## src/rtl/score_disp_scan_if.sv

```systemverilog
// Signal bundle between the game logic, the score keeper and the segment decoders.
// The slave side is the score keeper; the master side drives points and watches the display.
interface score_disp_scan_if;
    logic       inc_p1;
    logic       inc_p2;
    logic       clr;
    logic [3:0] digit;
    logic [3:0] an_n;
    logic       game_over;
    logic [1:0] winner;

    modport master (
        output inc_p1, inc_p2, clr,
        input  digit, an_n, game_over, winner
    );

    modport slave (
        input  inc_p1, inc_p2, clr,
        output digit, an_n, game_over, winner
    );
endinterface

```

## src/rtl/score_disp_scan.sv

```systemverilog
// Two-player BCD score keeper with win detection and a four-digit multiplexed display scanner.
// Display outputs are registered and show the slot/score values held in the previous cycle.
module score_disp_scan #(
    parameter int REFRESH_DIV = 50000,
    parameter int WIN_SCORE   = 11
) (
    input  logic             clk,
    input  logic             rst_n,
    score_disp_scan_if.slave bus
);
    localparam int            PW         = $clog2(REFRESH_DIV);
    localparam logic [PW-1:0] PRESC_LAST = PW'(REFRESH_DIV - 1);
    localparam logic [7:0]    WIN_BCD    = {4'(WIN_SCORE / 10), 4'(WIN_SCORE % 10)};
    localparam logic [7:0]    MAX_BCD    = 8'h99;
    localparam logic [3:0]    BLANK      = 4'hF;

    typedef enum logic [1:0] {
        SLOT_P1_ONES = 2'd0,
        SLOT_P1_TENS = 2'd1,
        SLOT_P2_ONES = 2'd2,
        SLOT_P2_TENS = 2'd3
    } slot_t;

    // Scores are packed {tens, ones}, each nibble 0..9.
    logic [7:0]    r_p1_score;
    logic [7:0]    r_p2_score;
    logic          r_game_over;
    logic [1:0]    r_winner;
    logic [PW-1:0] r_presc;
    slot_t         r_slot;
    logic [3:0]    r_digit;
    logic [3:0]    r_an_n;

    logic [7:0]    w_p1_next;
    logic [7:0]    w_p2_next;
    logic          w_p1_win;
    logic          w_p2_win;
    logic [3:0]    w_digit;
    logic [3:0]    w_an_n;

    function automatic logic [7:0] bcd_inc(input logic [7:0] v);
        logic [7:0] res;
        if (v == MAX_BCD) begin
            res = v;
        end else if (v[3:0] == 4'd9) begin
            res = {v[7:4] + 4'd1, 4'd0};
        end else begin
            res = {v[7:4], v[3:0] + 4'd1};
        end
        return res;
    endfunction

    // Post-increment scores and the win test made against them.
    always_comb begin
        w_p1_next = r_p1_score;
        w_p2_next = r_p2_score;
        if (!r_game_over && bus.inc_p1) begin
            w_p1_next = bcd_inc(r_p1_score);
        end else begin
            w_p1_next = r_p1_score;
        end
        if (!r_game_over && bus.inc_p2) begin
            w_p2_next = bcd_inc(r_p2_score);
        end else begin
            w_p2_next = r_p2_score;
        end
        w_p1_win = (w_p1_next == WIN_BCD);
        w_p2_win = (w_p2_next == WIN_BCD);
    end

    // Score and game-result registers; clr outranks any point in the same cycle.
    always_ff @(posedge clk or negedge rst_n) begin
        if (!rst_n) begin
            r_p1_score  <= 8'h00;
            r_p2_score  <= 8'h00;
            r_game_over <= 1'b0;
            r_winner    <= 2'b00;
        end else if (bus.clr) begin
            r_p1_score  <= 8'h00;
            r_p2_score  <= 8'h00;
            r_game_over <= 1'b0;
            r_winner    <= 2'b00;
        end else begin
            r_p1_score <= w_p1_next;
            r_p2_score <= w_p2_next;
            if (!r_game_over && (w_p1_win || w_p2_win)) begin
                r_game_over <= 1'b1;
                r_winner    <= {w_p2_win, w_p1_win};
            end
        end
    end

    // Scan prescaler and slot sequencer; untouched by clr.
    always_ff @(posedge clk or negedge rst_n) begin
        if (!rst_n) begin
            r_presc <= '0;
            r_slot  <= SLOT_P1_ONES;
        end else if (r_presc == PRESC_LAST) begin
            r_presc <= '0;
            case (r_slot)
                SLOT_P1_ONES: r_slot <= SLOT_P1_TENS;
                SLOT_P1_TENS: r_slot <= SLOT_P2_ONES;
                SLOT_P2_ONES: r_slot <= SLOT_P2_TENS;
                SLOT_P2_TENS: r_slot <= SLOT_P1_ONES;
                default:      r_slot <= SLOT_P1_ONES;
            endcase
        end else begin
            r_presc <= r_presc + PW'(1);
        end
    end

    // Digit selection with leading-zero blanking of the tens positions.
    always_comb begin
        w_digit = BLANK;
        w_an_n  = 4'b1111;
        case (r_slot)
            SLOT_P1_ONES: begin
                w_digit = r_p1_score[3:0];
                w_an_n  = 4'b1110;
            end
            SLOT_P1_TENS: begin
                if (r_p1_score[7:4] == 4'd0) begin
                    w_digit = BLANK;
                    w_an_n  = 4'b1111;
                end else begin
                    w_digit = r_p1_score[7:4];
                    w_an_n  = 4'b1101;
                end
            end
            SLOT_P2_ONES: begin
                w_digit = r_p2_score[3:0];
                w_an_n  = 4'b1011;
            end
            SLOT_P2_TENS: begin
                if (r_p2_score[7:4] == 4'd0) begin
                    w_digit = BLANK;
                    w_an_n  = 4'b1111;
                end else begin
                    w_digit = r_p2_score[7:4];
                    w_an_n  = 4'b0111;
                end
            end
            default: begin
                w_digit = BLANK;
                w_an_n  = 4'b1111;
            end
        endcase
    end

    // Registered display drive toward the segment decoders.
    always_ff @(posedge clk or negedge rst_n) begin
        if (!rst_n) begin
            r_digit <= 4'h0;
            r_an_n  <= 4'b1111;
        end else begin
            r_digit <= w_digit;
            r_an_n  <= w_an_n;
        end
    end

    assign bus.digit     = r_digit;
    assign bus.an_n      = r_an_n;
    assign bus.game_over = r_game_over;
    assign bus.winner    = r_winner;
endmodule

```

## src/flat_wrapper.sv

```systemverilog
// flat-port wrapper written by rule: the top's interface ports become plain ports
module score_disp_scan_flat 
#(
    parameter int REFRESH_DIV = 50000,
    parameter int WIN_SCORE   = 11
)
  (clk, rst_n, bus_inc_p1, bus_inc_p2, bus_clr, bus_digit, bus_an_n, bus_game_over, bus_winner);
  score_disp_scan_if bus_i ();
  input  logic clk;
  input  logic rst_n;
  input wire logic [$bits(bus_i.inc_p1)-1:0] bus_inc_p1;
  input wire logic [$bits(bus_i.inc_p2)-1:0] bus_inc_p2;
  input wire logic [$bits(bus_i.clr)-1:0] bus_clr;
  output wire logic [$bits(bus_i.digit)-1:0] bus_digit;
  output wire logic [$bits(bus_i.an_n)-1:0] bus_an_n;
  output wire logic [$bits(bus_i.game_over)-1:0] bus_game_over;
  output wire logic [$bits(bus_i.winner)-1:0] bus_winner;
  assign bus_i.inc_p1 = bus_inc_p1;
  assign bus_i.inc_p2 = bus_inc_p2;
  assign bus_i.clr = bus_clr;
  assign bus_digit = bus_i.digit;
  assign bus_an_n = bus_i.an_n;
  assign bus_game_over = bus_i.game_over;
  assign bus_winner = bus_i.winner;
  score_disp_scan #(.REFRESH_DIV(REFRESH_DIV), .WIN_SCORE(WIN_SCORE)) u_core (.clk(clk), .rst_n(rst_n), .bus(bus_i));
endmodule
```

## config.mk

```make
export PLATFORM = sky130hd
export DESIGN_NAME = score_disp_scan_flat
export DESIGN_NICKNAME = d
export VERILOG_FILES = /design/src/rtl/score_disp_scan_if.sv /design/src/rtl/score_disp_scan.sv /design/src/flat_wrapper.sv
export SDC_FILE = /design/constraint.sdc
export NUM_CORES = 1
export LEC_CHECK = 0
export ABC_AREA = 1
export CORE_MARGIN = 2
export CORE_UTILIZATION = 30
export CTS_CLUSTER_DIAMETER = 200
export DETAILED_ROUTE_END_ITERATION = 6
export DONT_BUFFER_PORTS = 1
export PLACE_DENSITY_LB_ADDON = 0.08
export SETUP_SLACK_MARGIN = 0.2
export SLEW_MARGIN = 20
export SYNTH_ARGS = -nofsm -noshare
export SYNTH_HDL_FRONTEND = slang
export SYNTH_SLANG_ARGS = --single-unit
```

## constraint.sdc

```tcl
create_clock -name clk -period 2.1 [get_ports clk]
set_clock_uncertainty 0.15 [all_clocks]
set_input_delay 0.105 -clock clk [delete_from_list [all_inputs] [get_ports clk]]
set_output_delay 0.105 -clock clk [all_outputs]
set_load 0.02 [all_outputs]
```

==> results.json <==
{
  "status": "finished, violations left",
  "failed_checks": "negative hold slack",
  "powerDensity_nw_per_um2": 466,
  "worstHoldPathType": "input port to flip-flop",
  "ys_ff_latch": 45,
  "crit_path_cell_trace": "buf_4, buf_4, ha_2, inv_2, nor2_4, nand3_1, nand3_2, nand2_2, nor2_4, nand2_1, nand2_1, nand2_1, nand3_1, nand2_1",
  "grt_pass1_vias": 2342,
  "end_kind": "flip-flop",
  "crit_required_ns": 2.14,
  "htree_num_levels": 2,
  "clk_pin_slew_ns": 0.09,
  "fin_nets": 407,
  "synth_area_sq_um": 2680,
  "drt_iter0_drc": 85,
  "intPower_w": 0.00119,
  "ff2ff_path_depth": 14,
  "synth_area_leader_cell": "dfrtp_1",
  "hold_viol_final": 1,
  "synth.area.top_cells": "dfrtp_1 (38%), nand2_1 (11%), inv_1 (7.4%)",
  "p_seq_frac": 0.557,
  "crit_slowest_cell": "dfrtp_1",
  "drcViolationCount": 0,
  "chipHeight_microns": 98.6,
  "avgSynthCellArea_sq_um": 7.78,
  "path_class": "flip-flop to flip-flop",
  "syn_nets": 364,
  "grt_pass1_wl_mm": 11.0,
  "hp-start": "bus_inc_p1",
  "ys_warn_count": 0,
  "postLayoutSetupSlackWorst_ns": 0.169,
  "pwr-share-clk": 0.361,
  "synthXorXnorAreaFrac": 0.0163,
  "rows": 34,
  "vias_per_cell": 4.78,
  "clock_path_buffers": 2,
  "hold_slack_ns": -0.00216,
  "vias": 2375,
  "irDropWorstVdd_v": 0.000225,
  "switching_share": 0.250,
  "synth_seq_area_share": 0.422,
  "synth_cells": 345,
  "ios": 16,
  "max_freq_ghz": 0.518,
  "die-width_microns": 98.6,
  "holdPathStages": 5,
  "synth_simple_gate_area_frac": 0.329,
  "drive_above_1_share": 0.252,
  "rr_startpoint": "u_core.r_p1_score[5]",
  "cp_slowest_stage_delay_ns": 0.39,
  "syn_to_final_growth_pct": 27.4,
  "muxShareOfSynthArea": 0,
  "synth_top_area_share": 0.382,
  "grtUsageTotal": 0.139,
  "setup_viol": 0,
  "p_leak_nw": 1.64,
  "dp_hpwl_mm": 4.43,
  "antennaDiodeCount": 0,
  "port_buffers": 0,
  "drtPass1Iterations": 4,
  "crit_top_cell": "nand2_1",
  "fin_setup_tns_ns": 0,
  "core_area_sq_um": 8680,
  "worstSetupStartpointType": "flip-flop",
  "holdPathEnd": "u_core.r_p1_score[0]",
  "tightest_slew_ns": 0.599,
  "arrival_ns": 1.97,
  "rsz0062_at_grt": "yes",
  "p_switching_w": 0.000398,
  "r2r_slack_ns": 0.17,
  "drt_wl_total_mm": 6.76,
  "grt_use_met2": 0.230,
  "floorplan.initialDensity": 0.309,
  "cts_tree": "built",
  "grtUsageMet1": 0.185,
  "max_slew_margin": 0.599,
  "insertion_delay_ns": 0.30,
  "dieArea_sq_um": 9710,
  "globalplace.congestion": 0.835,
  "synth_compound_area_frac": 0.0840,
  "cts_root_buffer": "clkbuf_8",
  "min_period_ns": 1.93,
  "fin_util": 0.394,
  "cts_buffers": 5,
  "slew_violations": 0,
  "synth_cell_types": 30,
  "place_ws_ns": 0.122,
  "min_period_over_period": 0.920,
  "detail-route-antenna-nets": 0,
  "maxCapViolations": 0,
  "antenna_found_initial": 0,
  "crit_path_max_fanout": 3,
  "synth_top_family_by_area": "simple AND/OR/NAND/NOR gates",
  "p_comb_frac": 0.081,
  "rr_endpoint": "u_core.bus.winner[1]",
  "grt_max_degree": 46,
  "routedWlPerCell_microns": 13.6,
  "cts.sinks": 45,
  "grt_overflow": 0,
  "synthAdderAreaFrac": 0.0653,
  "grt-busiest-layer": "met2",
  "grt_util_met3": 0.0270,
  "finalPower_w": 0.00159
}
==> cell families (layout without fill, tap and decap cells) <==
group / after synthesis / in the layout
and+or+nand+nor: 185 / 186
buffers and inverters: 58 / 101
DFF: 45 / 45
AOI/OAI and AO/OA: 38 / 38
adders and majority gates: 14 / 14
xor gates and xnor gates: 5 / 5
==> power by group through the flow <==
| stage | Sequential [W] | Clock, W | Combinational [W] |
|---|---|---|---|
| after floorplan | 0.000905 | 0 | 0.0000502 |
| after global placement | 0.000904 | 0 | 0.0000664 |
| after detailed placement | 0.000904 | 0 | 0.0000666 |
| after CTS | 0.000887 | 0.000606 | 0.000108 |
| after global routing | 0.000890 | 0.000645 | 0.000146 |
| final | 0.000888 | 0.000575 | 0.000130 |
==> registers in the layout, summed over array words and instances (netlist names) <==
| register | cells |
|---|---|
| u_core.bus.winner | 2 |
| u_core.bus.game_over | 1 |
| u_core.r_p1_score | 8 |
| u_core.r_p2_score | 8 |
| u_core.bus.digit | 4 |
| u_core.bus.an_n | 4 |
| u_core.r_presc | 16 |
| u_core.r_slot | 2 |
==> timing repair <==
action,4_1_cts,5_1_grt
cloned,1,0
buffers inserted,5,18
pin swaps,2,19
hold buffers,7,1
resized for setup,9,43
endpoints found under the setup margin,5,11
hold endpoints to repair,64,1
==> stage by stage <==
step | instance area [sq um] | instances
6_report | 3420 | 497
3_5_place_dp | 2860 | 458
4_1_cts | 3120 | 479
2_1_floorplan | 2680 | 345
5_1_grt | 3420 | 497
3_3_place_gp | 2860 | 458
==> per-layer routing <==
metal,routed length [microns],part of all wire
met4,102,0.015
met1,3180,0.47
met5,0,0
met3,210,0.031
met2,3270,0.48
==> placed cells by master, fill, tap and decap left out, types with 2 or more instances in the layout <==
master,synthesis,final
ha_1,14,10
nor4_4,2,2
nand2_1,78,73
nand2_2,4,7
nand3_4,0,2
inv_1,53,49
nand3_1,32,26
clkbuf_8,0,6
a2111oi_2,0,3
o211a_1,2,2
nor2_4,3,10
a21oi_2,0,2
nand3_2,3,7
inv_2,1,5
nor2_2,5,5
dlygate4sd3_1,0,6
dfstp_2,4,4
nor2_1,37,31
nor4_1,2,2
xor2_1,4,4
buf_4,0,32
dfrtp_1,41,38
dfrtp_2,0,3
a21oi_1,16,14
nand4_1,13,13
nand2_4,0,2
ha_4,0,3
nor3_1,4,4
o21ai_0,13,12
==> cells in the mapped netlist (all sizes together) <==
cell type and n:
a2111oi 3, a21oi 16, a32oi 1, buf 2
clkbuf 2, dfrtp 41, dfstp 4, ha 14
inv 54, nand2 82, nand3 35, nand4 13
nor2 45, nor3 4, nor3b 1, nor4 4
o211a 2, o211ai 1, o21ai 15, or2 1
xnor2 1, xor2 4
==> worst max-delay path, delay by kind of cell (launching register included) <==
kind,cells,cell delay [ns]
flip-flops,1,0.39
AND/OR/NAND/NOR,10,0.84
adder cells (fa/ha/maj),1,0.16
buffers and inverters,3,0.28
==> area by class of cell <==
class	count	area, sq um
flip-flops and latches	45	1130
multi-input cells	243	1520
clock inverters	1	7.51
repair buffers	39	328
fillers	921	5260
inverters	54	203
well taps	108	135
clock buffers	7	86.3
==> worst max path at each step <==
stage	to	slack (ns)	start
2_1_floorplan	u_core.bus.winner[0]	0.32	u_core.r_p2_score[1]
3_3_place_gp	u_core.bus.winner[0]	0.12	u_core.r_p1_score[5]
3_5_place_dp	u_core.bus.winner[0]	0.12	u_core.bus.game_over
4_1_cts	u_core.bus.winner[1]	0.20	u_core.r_p2_score[1]
5_1_grt	u_core.bus.winner[0]	0.04	u_core.r_p1_score[5]
6_report	u_core.bus.winner[1]	0.17	u_core.r_p1_score[5]
Note: power is estimated with default switching activity, not from simulation.
